File: src/rtl/mac_unload_pkg.sv
// Shared widths and FSM state type for the MAC result byte unloader.
package mac_unload_pkg;

   localparam int WORD_W = 16;
   localparam int BYTE_W = 8;

   // IDLE: nothing presented; FIRST/SECOND: which half of hold is on out_byte
   typedef enum logic [1:0] {
      IDLE   = 2'd0,
      FIRST  = 2'd1,
      SECOND = 2'd2
   } unload_state_t;

endpackage

File: src/rtl/word_fifo.sv
// Small synchronous word FIFO. Pointers and count reset asynchronously;
// the storage array is left unreset because it is only read when count != 0.
// Push is ignored when full and pop is ignored when empty.
module word_fifo #(
   parameter int DEPTH  = 2,
   parameter int WORD_W = 16
) (
   input  logic                    clk,
   input  logic                    rst,
   input  logic                    push,
   input  logic [WORD_W-1:0]       push_data,
   input  logic                    pop,
   output logic [WORD_W-1:0]       pop_data,
   output logic                    full,
   output logic                    empty,
   output logic [$clog2(DEPTH):0]  count
);

   localparam int AW = $clog2(DEPTH);
   localparam logic [AW:0] DEPTH_C = (AW+1)'(DEPTH);

   logic [WORD_W-1:0] mem [DEPTH];
   logic [AW-1:0]     wr_ptr;
   logic [AW-1:0]     rd_ptr;
   logic              do_push;
   logic              do_pop;

   assign full     = (count == DEPTH_C);
   assign empty    = (count == '0);
   assign do_push  = push && !full;
   assign do_pop   = pop && !empty;
   assign pop_data = mem[rd_ptr];

   // Storage write at the tail
   always_ff @(posedge clk) begin
      if (do_push) begin
         mem[wr_ptr] <= push_data;
      end
   end

   // Pointer and occupancy bookkeeping; DEPTH is a power of two so pointers wrap naturally
   always_ff @(posedge clk or posedge rst) begin
      if (rst) begin
         wr_ptr <= '0;
         rd_ptr <= '0;
         count  <= '0;
      end else begin
         if (do_push) wr_ptr <= wr_ptr + 1'b1;
         if (do_pop)  rd_ptr <= rd_ptr + 1'b1;
         case ({do_push, do_pop})
            2'b10:   count <= count + 1'b1;
            2'b01:   count <= count - 1'b1;
            default: count <= count;
         endcase
      end
   end

endmodule

File: src/rtl/mac_byte_unloader.sv
// Byte-serial unloader: buffers 16-bit MAC results in a word FIFO and
// emits each as two bytes on a valid/ready byte port.
//
// Handshake rule (both ports): a transfer happens on a rising clk edge where
// valid && ready; valid, once high, stays high with stable data until that
// transfer. in_ready, out_valid, out_byte and out_last come from registered
// state only (in_ready is additionally gated low by rst).
module mac_byte_unloader
   import mac_unload_pkg::*;
#(
   parameter int DEPTH     = 2,
   parameter bit MSB_FIRST = 1'b1
) (
   input  logic                clk,
   input  logic                rst,
   input  logic                in_valid,
   output logic                in_ready,
   input  logic [WORD_W-1:0]   in_word,
   output logic                out_valid,
   input  logic                out_ready,
   output logic [BYTE_W-1:0]   out_byte,
   output logic                out_last,
   output logic                busy,
   output logic [7:0]          words_sent,
   output unload_state_t       dbg_state
);

   unload_state_t            state;
   unload_state_t            next_state;
   logic [WORD_W-1:0]        hold;
   logic [WORD_W-1:0]        fifo_head;
   logic                     fifo_full;
   logic                     fifo_empty;
   logic [$clog2(DEPTH):0]   fifo_count;
   logic                     load;
   logic                     sent_inc;
   logic [BYTE_W-1:0]        first_byte;
   logic [BYTE_W-1:0]        second_byte;

   assign in_ready  = !fifo_full && !rst;
   assign busy      = (state != IDLE) || (fifo_count != '0);
   assign dbg_state = state;

   assign first_byte  = MSB_FIRST ? hold[WORD_W-1:BYTE_W] : hold[BYTE_W-1:0];
   assign second_byte = MSB_FIRST ? hold[BYTE_W-1:0]      : hold[WORD_W-1:BYTE_W];

   word_fifo #(
      .DEPTH  (DEPTH),
      .WORD_W (WORD_W)
   ) u_fifo (
      .clk       (clk),
      .rst       (rst),
      .push      (in_valid && in_ready),
      .push_data (in_word),
      .pop       (load),
      .pop_data  (fifo_head),
      .full      (fifo_full),
      .empty     (fifo_empty),
      .count     (fifo_count)
   );

   // State register
   always_ff @(posedge clk or posedge rst) begin
      if (rst) state <= IDLE;
      else     state <= next_state;
   end

   // Next state, FIFO pop and byte-port outputs
   always_comb begin
      next_state = state;
      load       = 1'b0;
      sent_inc   = 1'b0;
      out_valid  = 1'b0;
      out_last   = 1'b0;
      out_byte   = '0;
      case (state)
         IDLE: begin
            if (!fifo_empty) begin
               load       = 1'b1;
               next_state = FIRST;
            end
         end
         FIRST: begin
            out_valid = 1'b1;
            out_byte  = first_byte;
            if (out_ready) next_state = SECOND;
         end
         SECOND: begin
            out_valid = 1'b1;
            out_last  = 1'b1;
            out_byte  = second_byte;
            if (out_ready) begin
               sent_inc = 1'b1;
               // Chain straight into the next word so there is no idle bubble
               if (!fifo_empty) begin
                  load       = 1'b1;
                  next_state = FIRST;
               end else begin
                  next_state = IDLE;
               end
            end
         end
         default: next_state = IDLE;
      endcase
   end

   // Hold register: only changes when a word is taken from the FIFO
   always_ff @(posedge clk or posedge rst) begin
      if (rst)       hold <= '0;
      else if (load) hold <= fifo_head;
   end

   // Completed-word counter, wraps 255 -> 0
   always_ff @(posedge clk or posedge rst) begin
      if (rst)           words_sent <= '0;
      else if (sent_inc) words_sent <= words_sent + 8'd1;
   end

endmodule

File: config.mk
export PLATFORM = sky130hd
export DESIGN_NAME = mac_byte_unloader
export DESIGN_NICKNAME = d
export VERILOG_FILES = /design/src/rtl/mac_unload_pkg.sv /design/src/rtl/word_fifo.sv /design/src/rtl/mac_byte_unloader.sv
export SDC_FILE = /design/constraint.sdc
export NUM_CORES = 1
export LEC_CHECK = 0
export BUFFER_PORTS_ARGS = -buffer_cell sky130_fd_sc_hd__buf_2
export CAP_MARGIN = 10
export CORE_MARGIN = 5
export CORE_UTILIZATION = 50
export CTS_BUF_LIST = sky130_fd_sc_hd__clkbuf_8
export CTS_CLUSTER_SIZE = 25
export DETAILED_ROUTE_END_ITERATION = 16
export PLACE_DENSITY = 0.72
export RECOVER_POWER = 100
export SLEW_MARGIN = 20
export SYNTH_ARGS = -nofsm -noshare
export SYNTH_HDL_FRONTEND = slang
export SYNTH_SLANG_ARGS = --single-unit
File: constraint.sdc
create_clock -name clk -period 3.1 [get_ports clk]
set_input_delay 0 -clock clk [delete_from_list [all_inputs] [get_ports clk]]
set_output_delay 0 -clock clk [all_outputs]
set_load 0.005 [all_outputs]
==> metrics.md <==
| Metric | Value |
|---|---|
| I/O pin count | `42` |
| Status | `finished, final reports clean` |
| CP delay by family, top | `adder cells` |
| CP max stage cell | `ha_1` |
| Worst IR drop on VDD | `about 0.37 mV` |
| Final number of max-transition violations | `0` |
| Syn Area/Cell | `between 15 and 20 um2` |
| Total CTS buffers | `9` |
| Crit path depth | `7` |
| FF+latch count, synth | `62` |
| GRT overflow | `0` |
| TNS Setup | `0 ps` |
| Core Footprint | `~5200 um2` |
| Vias | `roughly 1500` |
| Max-capacitance violation count | `0` |
| CTS max path bufs | `2` |
| Static Leakage | `~1.3 nW` |
| Max frequency | `between 400 and 500 MHz` |
| Critical path endpoint | `u_fifo.count[1]` |
| Primary FF master, synth | `edfxtp_1` |
| Yosys warns | `0` |
| EDFF count, synth | `32` |
| Pwr Density | `938.7 nW/um2` |
| Total power | `roughly 3.1 mW` |
| RSZ-0062 raised after global routing | `false` |
| Worst hold path type | `in2reg` |
| Synth Instances | `166` |
| GR Util All Layers | `0.1523` |
| Initial Util | `0.5235` |
| WL final | `a little under 5 mm` |
| Startpoint Class | `flip-flop` |
| Mapped Nets | `193` |
| Placer Congestion | `between 0.7 and 0.8` |
| Synth Cell Area | `approximately 2700 um2` |
| H-tree depth | `3` |
| P_sw | `a little under 1 mW` |
| Combinational Power Share | `0.340` |
| Nets@finish | `around 260` |
| Clk_lat worst skew | `330 ps` |
| Postcts setup bufs | `0` |
| Post-synthesis sequential area ratio | `0.6322` |
| Final Core Density | `0.6292` |
| CTS tree | `done` |
| Slew HR | `0.3872` |
| Final Setup Violations | `0` |
| WL/cell | `15.70 um` |
| FF-to-FF Start | `dbg_state[0]` |
| Critical R2R Capture | `u_fifo.count[1]` |
| Root buf cell | `clkbuf_8` |
| HPWL after DPL | `approximately 3.3 mm` |
| Largest net degree at the start of global routing | `33` |
| Die Width | `83.59 um` |
| Crit path buf inv count | `1` |
| Worst setup path start | `dbg_state[0]` |
| Final Hold Viols | `0` |
| Crit Path Category | `reg2reg` |
| Vert. Die Dim | `roughly 84 um` |
| CP endpoint kind | `flip-flop` |
| Fin area | `3254 um2` |
| WHS | `slightly below 5 ps` |
| CTS Sinks | `a little over 60` |
| Initial antenna violation count | `0` |
| Worst-path cell chain | `inv_1, ha_1, a21oi_1, nor2_8, ha_1, nor2_1, xnor2_1` |
| First-pass GRT wire length | `between 8 and 9 mm` |
| Sequential share of power | `0.431` |
| Detailed Routing Iterations Pass 1 | `4` |
| Sw frac | `0.3181` |
| Vias in the first global route | `between 1500 and 2000` |
| IO Port Bufs | `41` |
| Synth-to-layout area growth | `20.19%` |
| Most frequent CP cell | `ha_1` |
| Int Power | `approximately 2.1 mW` |
| Layout cell share with drive strength beyond 1 | `0.2363` |
| Post-DR vias/cell | `around 5.0` |
| Post-route DRC | `0` |
| Final Critical Period | `~2300 ps` |
| Register-to-register path setup slack | `between 700 and 800 ps` |
| Post-synth cell types | `29` |
| WP data required | `3360 ps` |
| CP arrival | `between 2000 and 3000 ps` |
| Clock-pin slew on the worst setup and hold paths | `roughly 60 ps` |
| Ys async rst share | `0.4839` |
| Worst Clk Skew | `5.880 ps` |
| Crit share post-route | `0.7439` |
| Worst Max-Slew Pin Slew | `between 900 and 1000 ps` |
| Placed standard-cell area | `slightly below 3000 um2` |
| Final ANT Viol Nets | `0` |
| Worst-path fanout max | `18` |
| Clock network fraction of design power | `0.229` |
| Register-to-Register Path Depth | `7` |
| Critical Path Max Stage Delay | `roughly 500 ps` |
| Row count | `26` |
| Iter 0 DRT Violations | `73` |
| Antenna cells | `0` |
| Die area | `between 6000 and 7000 um2` |
==> sequential cells by signal (all words and copies together) (netlist names) <==
signal and count:
u_fifo.count 2, u_fifo.mem 32, u_fifo.rd_ptr 1, u_fifo.wr_ptr 1, hold 16, dbg_state 2, words_sent 8
==> power groups by stage <==
stage	clock network, mW	logic [mW]	registers [mW]
floorplan	0	0.994	1.25
finish	0.701	1.04	1.32
detailed placement	0	1.16	1.34
global route	0.761	1.15	1.35
global placement	0	1.12	1.31
CTS	0.720	1.19	1.32
==> cell type report <==
class | instances | area (um2)
Fill cell | 397 | 1918
Sequential cell | 62 | 1712
Multi-Input combinational cell | 95 | 885.9
Timing Repair Buffer | 60 | 352.8
Clock buffer | 11 | 151.4
Tap cell | 70 | 87.58
Clock inverter | 5 | 50.05
Inverter | 4 | 15.01
==> cells by family (layout without fill, tap and decap cells) <==
family | count (synthesis) | count (layout) | share of synthesized area
multiplexers | 34 | 34 | 0.1664
buffers and inverters | 9 | 80 | 0.02541
AO/OA/AOI/OAI | 13 | 13 | 0.03975
XOR/XNOR | 12 | 12 | 0.03882
AND/OR/NAND/NOR | 29 | 29 | 0.06515
flip-flops | 62 | 62 | 0.6322
adder cells (fa/ha/maj) | 7 | 7 | 0.03235
==> layout by cell type, fill, tap and decap left out, types with 2 or more instances in the layout <==
cell type      instances
xnor2_1                6
dlygate4sd3_1         17
dfrtp_1               30
ha_1                   7
nand3_1                2
mux2_2                15
mux2_1                 9
clkbuf_8              11
nor3_1                 3
xor2_1                 6
a22oi_1                8
buf_2                 14
clkbuf_1              27
edfxtp_1              32
nor2_1                 4
and3_1                 4
nor2b_1                8
inv_1                  6
mux2_4                10
nand2_1                4
==> worst min-delay path: stages <==
cell     delay [ps]
buf_2           130
nand2_1         100
xnor2_1          70
==> synthesized netlist by cell type, types with 2 or more instances <==
cell type  number  area share
edfxtp_1       32        0.35
inv_1           4      0.0055
nor2_1          4      0.0055
nand3_1         2      0.0037
xor2_1          6       0.019
ha_1            7       0.032
and3_1          4      0.0092
mux2_4         18        0.10
mux2_2         15       0.062
nor2b_1         8       0.018
dfrtp_1        30        0.28
nand2_1         4      0.0055
nor3_1          3      0.0055
a22oi_1         8       0.022
buf_6           2      0.0083
xnor2_1         6       0.019
==> through the flow <==
stage | cells | worst slack [ps]
2_1_floorplan | 166 | 980.2
3_3_place_gp | 274 | 978.3
3_5_place_dp | 274 | 846.1
4_1_cts | 307 | 819.3
5_1_grt | 307 | 546.7
6_report | 307 | 793.8
==> metal layers <==
metal | up-vias | GRT usage | routed length [um]
met5 | - | 0 | 0
li1 | 735 | - | -
met1 | 754 | 0.1749 | 1984
met3 | 7 | 0.04738 | 250
met4 | 0 | 0.08333 | 76
met2 | 40 | 0.2523 | 2509
==> how the worst min path moves through the flow <==
stage               start          endpoint  slack [ps]  cells after the start
6_report        out_ready     words_sent[0]           5                      3
5_1_grt         out_ready     words_sent[0]         -10                      3
4_1_cts         out_ready     words_sent[0]         0.6                      3
3_5_place_dp          rst     words_sent[2]         110                      3
3_3_place_gp          rst      dbg_state[1]          80                      3
2_1_floorplan  in_word[0]  u_fifo.mem[0][0]         100                      0
==> timing repair <==
action | CTS | global route
gates resized for setup | 0 | 0
endpoints found under the hold margin | 62 | 0
hold buffers | 17 | 0
Note: power is estimated with default switching activity, not from simulation.
